===== src/rtl/aes128_pkg.sv =====
// Shared definitions for the AES-128 round sequencer: the register map,
// the CTRL/STATUS bit positions, the FSM state encoding and the GF(2^8)
// doubling used to step the round constant.
package aes128_pkg;

  // Byte addresses of the peripheral registers. KEY, BLK and RES are each a
  // bank of four words, selected by address[3:2].
  localparam logic [5:0] ADDR_KEY0   = 6'h00;
  localparam logic [5:0] ADDR_BLK0   = 6'h10;
  localparam logic [5:0] ADDR_CTRL   = 6'h20;
  localparam logic [5:0] ADDR_STATUS = 6'h24;
  localparam logic [5:0] ADDR_RES0   = 6'h30;

  // CTRL bit positions.
  localparam int CTRL_START   = 0;
  localparam int CTRL_IRQ_EN  = 1;
  localparam int CTRL_IRQ_CLR = 2;

  // STATUS bit positions. The round number occupies bits [7:4].
  localparam int STAT_BUSY      = 0;
  localparam int STAT_DONE      = 1;
  localparam int STAT_IRQ       = 2;
  localparam int STAT_ERR       = 3;
  localparam int STAT_ROUND_LSB = 4;

  // Round constant used by round 1. Later rounds double it in GF(2^8).
  localparam logic [7:0] RCON_FIRST = 8'h01;

  typedef enum logic [1:0] {
    S_IDLE  = 2'd0,
    S_LOAD  = 2'd1,
    S_ROUND = 2'd2
  } state_t;

  // Multiply by x in GF(2^8) modulo the AES polynomial x^8+x^4+x^3+x+1.
  function automatic logic [7:0] xtime(input logic [7:0] b);
    return {b[6:0], 1'b0} ^ (b[7] ? 8'h1B : 8'h00);
  endfunction

endpackage


===== src/rtl/aes128_round_seq.sv =====
// Sequencer for the iterative AES-128 round datapath. Decodes the TinyQV
// peripheral bus, forwards key/block words to the datapath, steps the
// datapath through load + ROUNDS rounds with the matching round constant,
// and reports status, results and a completion interrupt.
module aes128_round_seq
  import aes128_pkg::*;
#(
  parameter int ROUNDS = 10
) (
  input  logic        clk,
  input  logic        rst,
  input  logic [5:0]  address,
  input  logic [31:0] data_in,
  input  logic [1:0]  data_write_n,
  input  logic [1:0]  data_read_n,
  output logic [31:0] data_out,
  output logic        data_ready,
  output logic        user_interrupt,
  output logic        dp_wr,
  output logic        dp_wsel,
  output logic [1:0]  dp_widx,
  output logic [31:0] dp_wdata,
  output logic        dp_valid,
  output logic        dp_load,
  output logic        dp_final,
  output logic [3:0]  dp_round,
  output logic [7:0]  dp_rcon,
  input  logic        dp_ready,
  output logic [1:0]  dp_ridx,
  input  logic [31:0] dp_rdata
);

  localparam logic [3:0] LAST_ROUND = 4'(ROUNDS);

  state_t      r_state;
  state_t      w_state_next;
  logic [3:0]  r_round;
  logic [7:0]  r_rcon;
  logic        r_done;
  logic        r_err;
  logic        r_irq_pending;
  logic        r_irq_en;
  logic        r_dp_wr;
  logic        r_dp_wsel;
  logic [1:0]  r_dp_widx;
  logic [31:0] r_dp_wdata;
  logic [31:0] r_data_out;
  logic        r_data_ready;

  logic        w_aligned;
  logic        w_wr;
  logic        w_rd;
  logic        w_hit_key;
  logic        w_hit_blk;
  logic        w_hit_ctrl;
  logic        w_hit_status;
  logic        w_hit_res;
  logic        w_busy;
  logic        w_step;
  logic        w_last;
  logic        w_finish;
  logic        w_start;
  logic        w_irq_clr;
  logic        w_word_wr;
  logic        w_rd_accept;
  logic [31:0] w_rd_data;

  // Bus decode. Only word-aligned addresses hit a register.
  assign w_aligned    = (address[1:0] == 2'b00);
  assign w_wr         = (data_write_n == 2'b10);
  assign w_rd         = (data_read_n != 2'b11);
  assign w_hit_key    = w_aligned && (address[5:4] == ADDR_KEY0[5:4]);
  assign w_hit_blk    = w_aligned && (address[5:4] == ADDR_BLK0[5:4]);
  assign w_hit_ctrl   = (address == ADDR_CTRL);
  assign w_hit_status = (address == ADDR_STATUS);
  assign w_hit_res    = w_aligned && (address[5:4] == ADDR_RES0[5:4]);

  assign w_busy    = (r_state != S_IDLE);
  assign w_step    = w_busy && dp_ready;
  assign w_last    = (r_state == S_ROUND) && (r_round == LAST_ROUND);
  assign w_finish  = w_step && w_last;
  assign w_start   = w_wr && w_hit_ctrl && data_in[CTRL_START] && !w_busy;
  assign w_irq_clr = w_wr && w_hit_ctrl && data_in[CTRL_IRQ_CLR];
  assign w_word_wr = w_wr && (w_hit_key || w_hit_blk);

  // A result read stalls while a run is in flight so it never returns a
  // half-processed state; a read is not re-accepted in its own ready cycle.
  assign w_rd_accept = w_rd && !r_data_ready && !(w_hit_res && w_busy);

  // State register.
  always_ff @(posedge clk) begin
    if (rst) r_state <= S_IDLE;
    else     r_state <= w_state_next;
  end

  // Next-state logic: one load step, then rounds until the last is accepted.
  always_comb begin
    // NOTE: every variable written here gets a default first, so no path
    // leaves it unassigned and no latch is inferred.
    w_state_next = r_state;
    unique case (r_state)
      S_IDLE:  if (w_start)            w_state_next = S_LOAD;
      S_LOAD:  if (dp_ready)           w_state_next = S_ROUND;
      S_ROUND: if (dp_ready && w_last) w_state_next = S_IDLE;
      default:                         w_state_next = S_IDLE;
    endcase
  end

  // Round counter and round constant; both only move on an accepted step,
  // which keeps them stable while a request is waiting for dp_ready.
  always_ff @(posedge clk) begin
    if (rst) begin
      r_round <= 4'd0;
      r_rcon  <= 8'h00;
    end else if (w_start) begin
      r_round <= 4'd0;
      r_rcon  <= 8'h00;
    end else if (w_step) begin
      if (r_state == S_LOAD) begin
        r_round <= 4'd1;
        r_rcon  <= RCON_FIRST;
      end else if (!w_last) begin
        r_round <= r_round + 4'd1;
        r_rcon  <= xtime(r_rcon);
      end
    end
  end

  // Status flags, interrupt enable and the pending interrupt.
  always_ff @(posedge clk) begin
    if (rst) begin
      r_done        <= 1'b0;
      r_err         <= 1'b0;
      r_irq_en      <= 1'b0;
      r_irq_pending <= 1'b0;
    end else begin
      if (w_start) begin
        r_done <= 1'b0;
        r_err  <= 1'b0;
      end
      if (w_finish)             r_done   <= 1'b1;
      if (w_word_wr && w_busy)  r_err    <= 1'b1;
      if (w_wr && w_hit_ctrl)   r_irq_en <= data_in[CTRL_IRQ_EN];
      // NOTE: non-blocking assignments to the same register resolve to the
      // last one executed, so the completion set below wins over a clear
      // arriving in the same cycle.
      if (w_start || w_irq_clr) r_irq_pending <= 1'b0;
      if (w_finish && r_irq_en) r_irq_pending <= 1'b1;
    end
  end

  // Key/block word forwarding: a one-cycle write pulse, suppressed mid-run
  // so the datapath never sees its operands change under it.
  always_ff @(posedge clk) begin
    if (rst) begin
      r_dp_wr    <= 1'b0;
      r_dp_wsel  <= 1'b0;
      r_dp_widx  <= 2'd0;
      r_dp_wdata <= 32'd0;
    end else begin
      r_dp_wr <= w_word_wr && !w_busy;
      if (w_word_wr && !w_busy) begin
        r_dp_wsel  <= w_hit_blk;
        r_dp_widx  <= address[3:2];
        r_dp_wdata <= data_in;
      end
    end
  end

  // Read data multiplexer; unmapped and write-only registers read as zero.
  always_comb begin
    w_rd_data = 32'd0;
    if (w_hit_ctrl) begin
      w_rd_data[CTRL_IRQ_EN] = r_irq_en;
    end else if (w_hit_status) begin
      w_rd_data[STAT_BUSY]               = w_busy;
      w_rd_data[STAT_DONE]               = r_done;
      w_rd_data[STAT_IRQ]                = r_irq_pending;
      w_rd_data[STAT_ERR]                = r_err;
      w_rd_data[STAT_ROUND_LSB +: 4]     = r_round;
    end else if (w_hit_res) begin
      w_rd_data = dp_rdata;
    end
  end

  // Registered read response: one ready pulse per accepted read.
  always_ff @(posedge clk) begin
    if (rst) begin
      r_data_out   <= 32'd0;
      r_data_ready <= 1'b0;
    end else begin
      r_data_ready <= w_rd_accept;
      if (w_rd_accept) r_data_out <= w_rd_data;
    end
  end

  assign data_out       = r_data_out;
  assign data_ready     = r_data_ready;
  assign user_interrupt = r_irq_pending;
  assign dp_wr          = r_dp_wr;
  assign dp_wsel        = r_dp_wsel;
  assign dp_widx        = r_dp_widx;
  assign dp_wdata       = r_dp_wdata;
  assign dp_valid       = w_busy;
  assign dp_load        = (r_state == S_LOAD);
  assign dp_final       = w_last;
  assign dp_round       = r_round;
  assign dp_rcon        = r_rcon;
  assign dp_ridx        = (w_rd && w_hit_res) ? address[3:2] : 2'd0;

endmodule


===== config.mk =====
export PLATFORM = sky130hd
export DESIGN_NAME = aes128_round_seq
export DESIGN_NICKNAME = d
export VERILOG_FILES = /design/src/rtl/aes128_pkg.sv /design/src/rtl/aes128_round_seq.sv
export SDC_FILE = /design/constraint.sdc
export NUM_CORES = 1
export LEC_CHECK = 0
export CORE_MARGIN = 2
export CORE_UTILIZATION = 41
export CTS_BUF_LIST = sky130_fd_sc_hd__clkbuf_8
export DETAILED_ROUTE_END_ITERATION = 6
export PLACE_DENSITY = 0.82
export SLEW_MARGIN = 25
export SYNTH_ARGS = -nofsm -noshare
export SYNTH_HDL_FRONTEND = slang
export SYNTH_SLANG_ARGS = --single-unit

===== constraint.sdc =====
create_clock -name clk -period 2.4 [get_ports clk]
set_clock_uncertainty 0.1 [all_clocks]
set_input_delay 0.36 -clock clk [delete_from_list [all_inputs] [get_ports clk]]
set_output_delay 0.36 -clock clk [all_outputs]
set_load 0.05 [all_outputs]

**Word level (Yosys, flattened, before mapping)**

Cells that the tools add are included.

- Word-level logic and storage cells: 83
- Output and inout port bits: 87
- Input bits: 77
- Flip-flop bits (word level): 87

- Mux-type cells: 21
- Reduce and logical (&&, ||, !) cells: 34
- Bitwise gates (word level): 1
- Equality and inequality tests: 13
- Add/sub/neg operators: 1

Operators with widths:

| operator | count |
|---|---|
| $mux W32 | 1 |
| $mux W30 | 1 |
| $mux W24 | 1 |
| $mux W8 | 3 |
| $logic_and A1 B1 Y1 | 19 |
| $eq A6 B6 Y1 const B | 2 |
| $mux W2 | 4 |
| $mux W4 | 2 |
| $reduce_bool A2 Y1 | 4 |
| $xor A8 B5 Y8 | 1 |
| $mux W1 | 7 |
| $eq A2 B2 Y1 const B | 3 |
| $logic_not A2 Y1 | 3 |
| $ne A2 B2 Y1 const B | 3 |
| $pmux W2 S3 | 1 |
| $mux W5 | 1 |
| $add A4 B1 Y4 const B | 1 |
| $eq A2 B1 Y1 const B | 2 |
| $eq A4 B4 Y1 const B | 1 |
| $ne A2 B1 Y1 const B | 2 |
| $logic_not A1 Y1 | 3 |
| $reduce_and A3 Y1 | 1 |
| $logic_or A1 B1 Y1 | 2 |
| $reduce_and A2 Y1 | 1 |
| $reduce_or A2 Y1 | 1 |

**Longest topological paths before layout**

Gate-level depths: netlist (run 1).

- Depth after elaboration: 7
- Mapped depth: 7

**Least setup slack after synthesis (run 1)**

OpenSTA, ideal clock, no wires.

- Path type: register to register
- Start: reg r_round[1] (netlist: dp_round[1])
- End: reg r_state[1]
- Path buffers: 0
- Period minus slack after synthesis: 2.789 ns
- Stages on the path, launching flop included: 6
- Setup time: 0.132 ns
- Path slack: -0.389 ns
- Data arrival time: 2.557 ns
- Cells stage by stage: dfxtp_1 > ha_1 > nand3b_1 > nor3_1 > a211o_1 > a21oi_1

- Longest elaborated chain between the ends: 5

Ends and longest elaborated chain:

| item | line | RTL |
|---|---|---|
| from (decl) | aes128_round_seq.sv:37 | `logic [3:0] r_round;` |
| from (signal assigned) | aes128_round_seq.sv:123 | `r_round <= r_round + 4'd1;` |
| $eq A4 B4 Y1 | aes128_round_seq.sv:80 | `assign w_last = (r_state == S_ROUND) && (r_round == LAST_ROUND);` |
| $logic_and A1 B1 Y1 | aes128_round_seq.sv:80 |  |
| via dp_final | aes128_round_seq.sv:25 | `output logic dp_final,` |
| $logic_and A1 B1 Y1 | aes128_round_seq.sv:104 | `S_ROUND: if (dp_ready && w_last) w_state_next = S_IDLE;` |
| $ne A2 B1 Y1 (no line) | n/a |  |
| $reduce_and A3 Y1 (no line) | n/a |  |
| to (signal assigned) | aes128_round_seq.sv:93 | `else r_state <= w_state_next;` |
| to (decl) | aes128_round_seq.sv:35 | `state_t r_state;` |

The timed path passes the listed nets, and every way through them passes these cells.
A chain may end at the register's enable or synchronous reset.

**Worst setup path after layout (run 1)**

- Start: in address[1]
- End: out dp_ridx[1]

- Longest elaborated chain between the ends: 4

Ends and longest elaborated chain:

| item | line | RTL |
|---|---|---|
| from (decl) | aes128_round_seq.sv:12 | `input logic [5:0] address,` |
| $logic_not A2 Y1 | aes128_round_seq.sv:69 | `assign w_aligned = (address[1:0] == 2'b00);` |
| $logic_and A1 B1 Y1 | aes128_round_seq.sv:76 | `assign w_hit_res = w_aligned && (address[5:4] == ADDR_RES0[5:4]);` |
| $logic_and A1 B1 Y1 | aes128_round_seq.sv:209 | `assign dp_ridx = (w_rd && w_hit_res) ? address[3:2] : 2'd0;` |
| $mux W2 | aes128_round_seq.sv:209 |  |
| to (decl) | aes128_round_seq.sv:29 | `output logic [1:0] dp_ridx,` |

Every way passes these cells.

==> flow_summary_export.csv, run 1 <==
group,metric,value,unit
critical_path,cp_max_fo,10,
timing,timing_max_transition_violations_final,0,
place,pre_cts_ws,28.1,ps
critical_path,worst-setup-path-type,"in2out",
logic_synthesis,synthesis.area_per_instance,9.44,µm²
critical_path,critical_path.max_stage_delay,480,ps
global_routing,overall_fraction_of_global_route_tracks_in_use,0.213,
final_layout,finalInstanceArea,5260,µm²
pwr,pwr-share-clk,0.370,
logic_synthesis,synth_top_family_by_area,"compound AO/OA/AOI/OAI gates",
pwr,static-leakage-power,1.90,nW
critical_path,worstPathRequired,1940,ps
logic_synthesis,synth.distinct_cells,48,
timing,max_clock_freq,452,MHz
critical_path,critical_path_arrival,1750,ps
final_layout,fraction_of_layout_cells_with_a_size_suffix_above_1,0.0927,
global_routing,grt_pass1_vias,3055,
timing,min_period,2210,ps
logic_synthesis,compound_gate_portion_of_the_synthesized_area,0.217,
floorplanning,placementRows,32,
timing,max-slew-margin-rel,0.528,
final_layout,fillerInstances,650,
final_layout,fin_nets,592,
logic_synthesis,synth_top_flop_cell,"sky130_fd_sc_hd__dfxtp_1",
clock_tree,cts.path.max_buffers,2,
clock_tree,insertion_delay,350,ps
logic_synthesis,async_flop_share,0,
logic_synthesis,synth.area.mux_share,0.00646,
critical_path,endpoint_kind,"primary output",
detailed_routing,wl_per_cell,15.5,µm
pwr,pwr-share-seq,0.518,
timing,final_count_of_hold_timing_violations,0,
critical_path,cp_num_buf_inv,3,
global_routing,grt_antenna_before_repair,0,
logic_synthesis,fraction_of_the_yosys_area_taken_by_sequential_cells,0.529,
logic_synthesis,synth_fp_nets,428,
pwr,power.net_switching,0.000688,W
critical_path,critPathLaunchType,"input port",
final_layout,antenna_cells,0,
global_routing,maximum_number_of_pins_on_one_net_before_global_route_repair,37,
clock_tree,cts_made_buffers,9,
pwr,powerDensity,538,nW/µm²
detailed_routing,drcViolationCount,0,
place,finalWeightedCongestion,0.772,
timing,grt_setup_unrepaired,"false",
detailed_routing,drt-pass1-iter-count,4,
detailed_routing,antenna_violating_nets_post_route,0,
timing,setup_ws_post_layout,187,ps
clock_tree,tritoncts_clock_tree,"done",
floorplanning,initial_utilization,0.424,
timing,timing.final.crit_share,0.922,
critical_path,critPathTopFamily,"buffers and inverters",
floorplanning,fp.dieArea,8770,µm²
detailed_routing,average_via_count_per_standard_cell,5.14,
floorplanning,io_pins,164,
logic_synthesis,number_of_enable_type_register_cells_in_the_synthesized_netlist,0,
clock_tree,cts_root_buf,"sky130_fd_sc_hd__clkbuf_8",
logic_synthesis,post-synth-top-area-fraction,0.529,
logic_synthesis,post_synth_inst_count,349,
logic_synthesis,ys_warn_count,0,
final_layout,multi_input_area,1410,µm²
detailed_routing,finalWirelength,9630,µm
status,run_status,"completed",
logic_synthesis,synth-adder-area-share,0.00760,
clock_tree,ctsHtreeMaxLevel,3,
pwr,cellInternalPower,0.00214,W
flow_run,max_cap_viol_count,0,
timing,worst_slew_pin_slew,707,ps
logic_synthesis,syn_area,3290,µm²
pwr,vdd_ir_drop_max,0.000376,V
logic_synthesis,netlist_top_cells_area,"sky130_fd_sc_hd__dfxtp_1 53%, sky130_fd_sc_hd__nand2_1 8.9%, sky130_fd_sc_hd__a22o_1 6.6%",
hold_path,holdCritPathClass,"in2reg",
clock_tree,clock_sinks,87,
final_layout,area.sequential,1740,µm²
global_routing,global_route_wire_length_before_repair,14800,µm
place,hpwl,7130,µm
logic_synthesis,post-synth-top-area-cell,"sky130_fd_sc_hd__dfxtp_1",
logic_synthesis,synth-seq-cells,87,
critical_path,cp_slowest_cell,"sky130_fd_sc_hd__clkdlybuf4s50_1",
detailed_routing,drt_iter0_drc,91,
place,port_buffers,163,
timing,setup_total_negative_slack,0,ps
global_routing,overflow_left_after_global_routing,0,
final_layout,area_growth_syn_to_layout,59.6,%
logic_synthesis,synth_simple_gate_area_frac,0.180,
pwr,power.switching_fraction,0.244,
critical_path,crit_chain,"clkdlybuf4s50_1 > and4bb_2 > buf_4 > and3_1 > buf_12",
place,placed_cells,604,
logic_synthesis,synthXorXnorAreaFrac,0.0133,
pwr,comb_power_share,0.112,
timing,setup_violations,0,
timing,worst_hold_slack,328,ps
clock_tree,clk_transition_reported_paths,80,ps
floorplanning,floorplan.die.width,93.6,µm
clock_tree,cts_setup_buffers,0,
final_layout,fin_cells,620,
floorplanning,core_area,7770,µm²
place,dpl-instance-area,5050,µm²
detailed_routing,vias,3189,
floorplanning,die-height,93.6,µm
[routing by layer]
layer / GRT usage / up-vias / share of wire
met5: 0 / - / 0
met2: 0.374 / 107 / 0.51
met4: 0.0483 / 0 / 0.011
met3: 0.0588 / 12 / 0.066
li1: - / 1550 / -
met1: 0.260 / 1520 / 0.41
[sequential cells by signal, indices dropped and copies added, names as in the netlist]
name	flops
dp_wdata	32
r_irq_en	1
dp_widx	2
r_err	1
dp_round	4
data_out	32
r_done	1
dp_wsel	1
r_state	2
dp_wr	1
dp_rcon	8
user_interrupt	1
data_ready	1
[synth_stat cells (2+ instances only)]
cell type / count
sky130_fd_sc_hd__nor2_1: 15
sky130_fd_sc_hd__nand2_1: 78
sky130_fd_sc_hd__nor3b_1: 3
sky130_fd_sc_hd__nand3_1: 4
sky130_fd_sc_hd__a22oi_1: 14
sky130_fd_sc_hd__buf_2: 8
sky130_fd_sc_hd__buf_4: 2
sky130_fd_sc_hd__nor3_1: 4
sky130_fd_sc_hd__ha_1: 2
sky130_fd_sc_hd__or2_1: 2
sky130_fd_sc_hd__clkbuf_1: 9
sky130_fd_sc_hd__dfxtp_1: 87
sky130_fd_sc_hd__buf_6: 4
sky130_fd_sc_hd__nand2b_1: 2
sky130_fd_sc_hd__a211o_1: 2
sky130_fd_sc_hd__xor2_1: 3
sky130_fd_sc_hd__and3_1: 3
sky130_fd_sc_hd__inv_1: 4
sky130_fd_sc_hd__xnor2_1: 2
sky130_fd_sc_hd__o2bb2ai_1: 7
sky130_fd_sc_hd__a22o_1: 25
sky130_fd_sc_hd__a21oi_1: 42
sky130_fd_sc_hd__o21ai_0: 2
[path summary, 6_finish.rpt]
check                       startpoint                         to  slack [ps]  cells past startpoint
max                         address[1]                 dp_ridx[1]         190                      5
min                                rst      data_ready$_SDFF_PP0_         330                      2
max reg2reg   dp_round[1]$_SDFFE_PP0P_   dp_round[1]$_SDFFE_PP0P_         430                      5
min reg2reg  dp_wdata[17]$_SDFFE_PP0P_  dp_wdata[17]$_SDFFE_PP0P_         360                      2
[logic make-up after synthesis]
| logic type | after synthesis |
|---|---|
| adder cells (fa/ha/maj) | 2 |
| buffers and inverters | 28 |
| AND/OR/NAND/NOR | 123 |
| multiplexers | 2 |
| flip-flops | 87 |
| XOR/XNOR | 5 |
| AO/OA/AOI/OAI | 102 |
[layout by cell type, fill, tap and decap left out, types with 2 or more instances in the layout]
cell type                           n
sky130_fd_sc_hd__buf_12             3
sky130_fd_sc_hd__nand3_1            4
sky130_fd_sc_hd__clkdlybuf4s50_1  157
sky130_fd_sc_hd__xor2_1             3
sky130_fd_sc_hd__o2bb2ai_1          7
sky130_fd_sc_hd__nand2b_1           2
sky130_fd_sc_hd__nand2_1           78
sky130_fd_sc_hd__nor3b_1            3
sky130_fd_sc_hd__inv_1              4
sky130_fd_sc_hd__and3_1             3
sky130_fd_sc_hd__or2_1              2
sky130_fd_sc_hd__nor3_2             2
sky130_fd_sc_hd__a22o_1            25
sky130_fd_sc_hd__ha_1               2
sky130_fd_sc_hd__a21oi_1           42
sky130_fd_sc_hd__dfxtp_1           87
sky130_fd_sc_hd__clkinvlp_4         2
sky130_fd_sc_hd__nor3_1             3
sky130_fd_sc_hd__nor2_1            14
sky130_fd_sc_hd__a22oi_1           14
sky130_fd_sc_hd__clkbuf_8          10
sky130_fd_sc_hd__o21ai_0            2
sky130_fd_sc_hd__nor2_4             2
sky130_fd_sc_hd__a211o_1            2
sky130_fd_sc_hd__xnor2_1            2
sky130_fd_sc_hd__buf_4             14
sky130_fd_sc_hd__inv_6              2
[layout make-up]
class,instances,area share
well taps,102,0.0243
multi-input cells,234,0.269
clock buffers,10,0.0262
repair buffers,176,0.333
flip-flops and latches,87,0.331
clock inverters,6,0.0129
inverters,5,0.00357
[power by group through the flow]
| stage | clock network, W | registers [W] | logic (W) |
|---|---|---|---|
| 2_1_floorplan | 0 | 0.00155 | 0.0000729 |
| 3_3_place_gp | 0 | 0.00150 | 0.000308 |
| 3_5_place_dp | 0 | 0.00150 | 0.000314 |
| 4_1_cts | 0.00106 | 0.00146 | 0.000316 |
| 5_1_grt | 0.00113 | 0.00147 | 0.000333 |
| 6_report | 0.00105 | 0.00146 | 0.000316 |
[timing repair]
action	4_1_cts	5_1_grt
setup endpoints to repair	1	0
resized for setup	1	0
endpoints found under the hold margin	0	0
hold buffers	0	0
[metrics by stage]
step | power (W) | utilization
finish | 0.00283 | 0.677
global route | 0.00293 | 0.677
CTS | 0.00284 | 0.677
detailed placement | 0.00181 | 0.650
global placement | 0.00181 | 0.650
floorplan | 0.00162 | -
No activity file was read; power rests on OpenSTA's default activity.
==> run 2: changes to the inputs <==
--- a/config.mk
+++ b/config.mk
@@ -9,6 +9,7 @@
 export CORE_UTILIZATION = 41
 export CTS_BUF_LIST = sky130_fd_sc_hd__clkbuf_8
 export DETAILED_ROUTE_END_ITERATION = 6
+export GPL_ROUTABILITY_DRIVEN = 0
 export PLACE_DENSITY = 0.82
 export SLEW_MARGIN = 25
 export SYNTH_ARGS = -nofsm -noshare
==> results of run 2 <==
The final DEF is identical to that of run 1; final timing and power are the same.
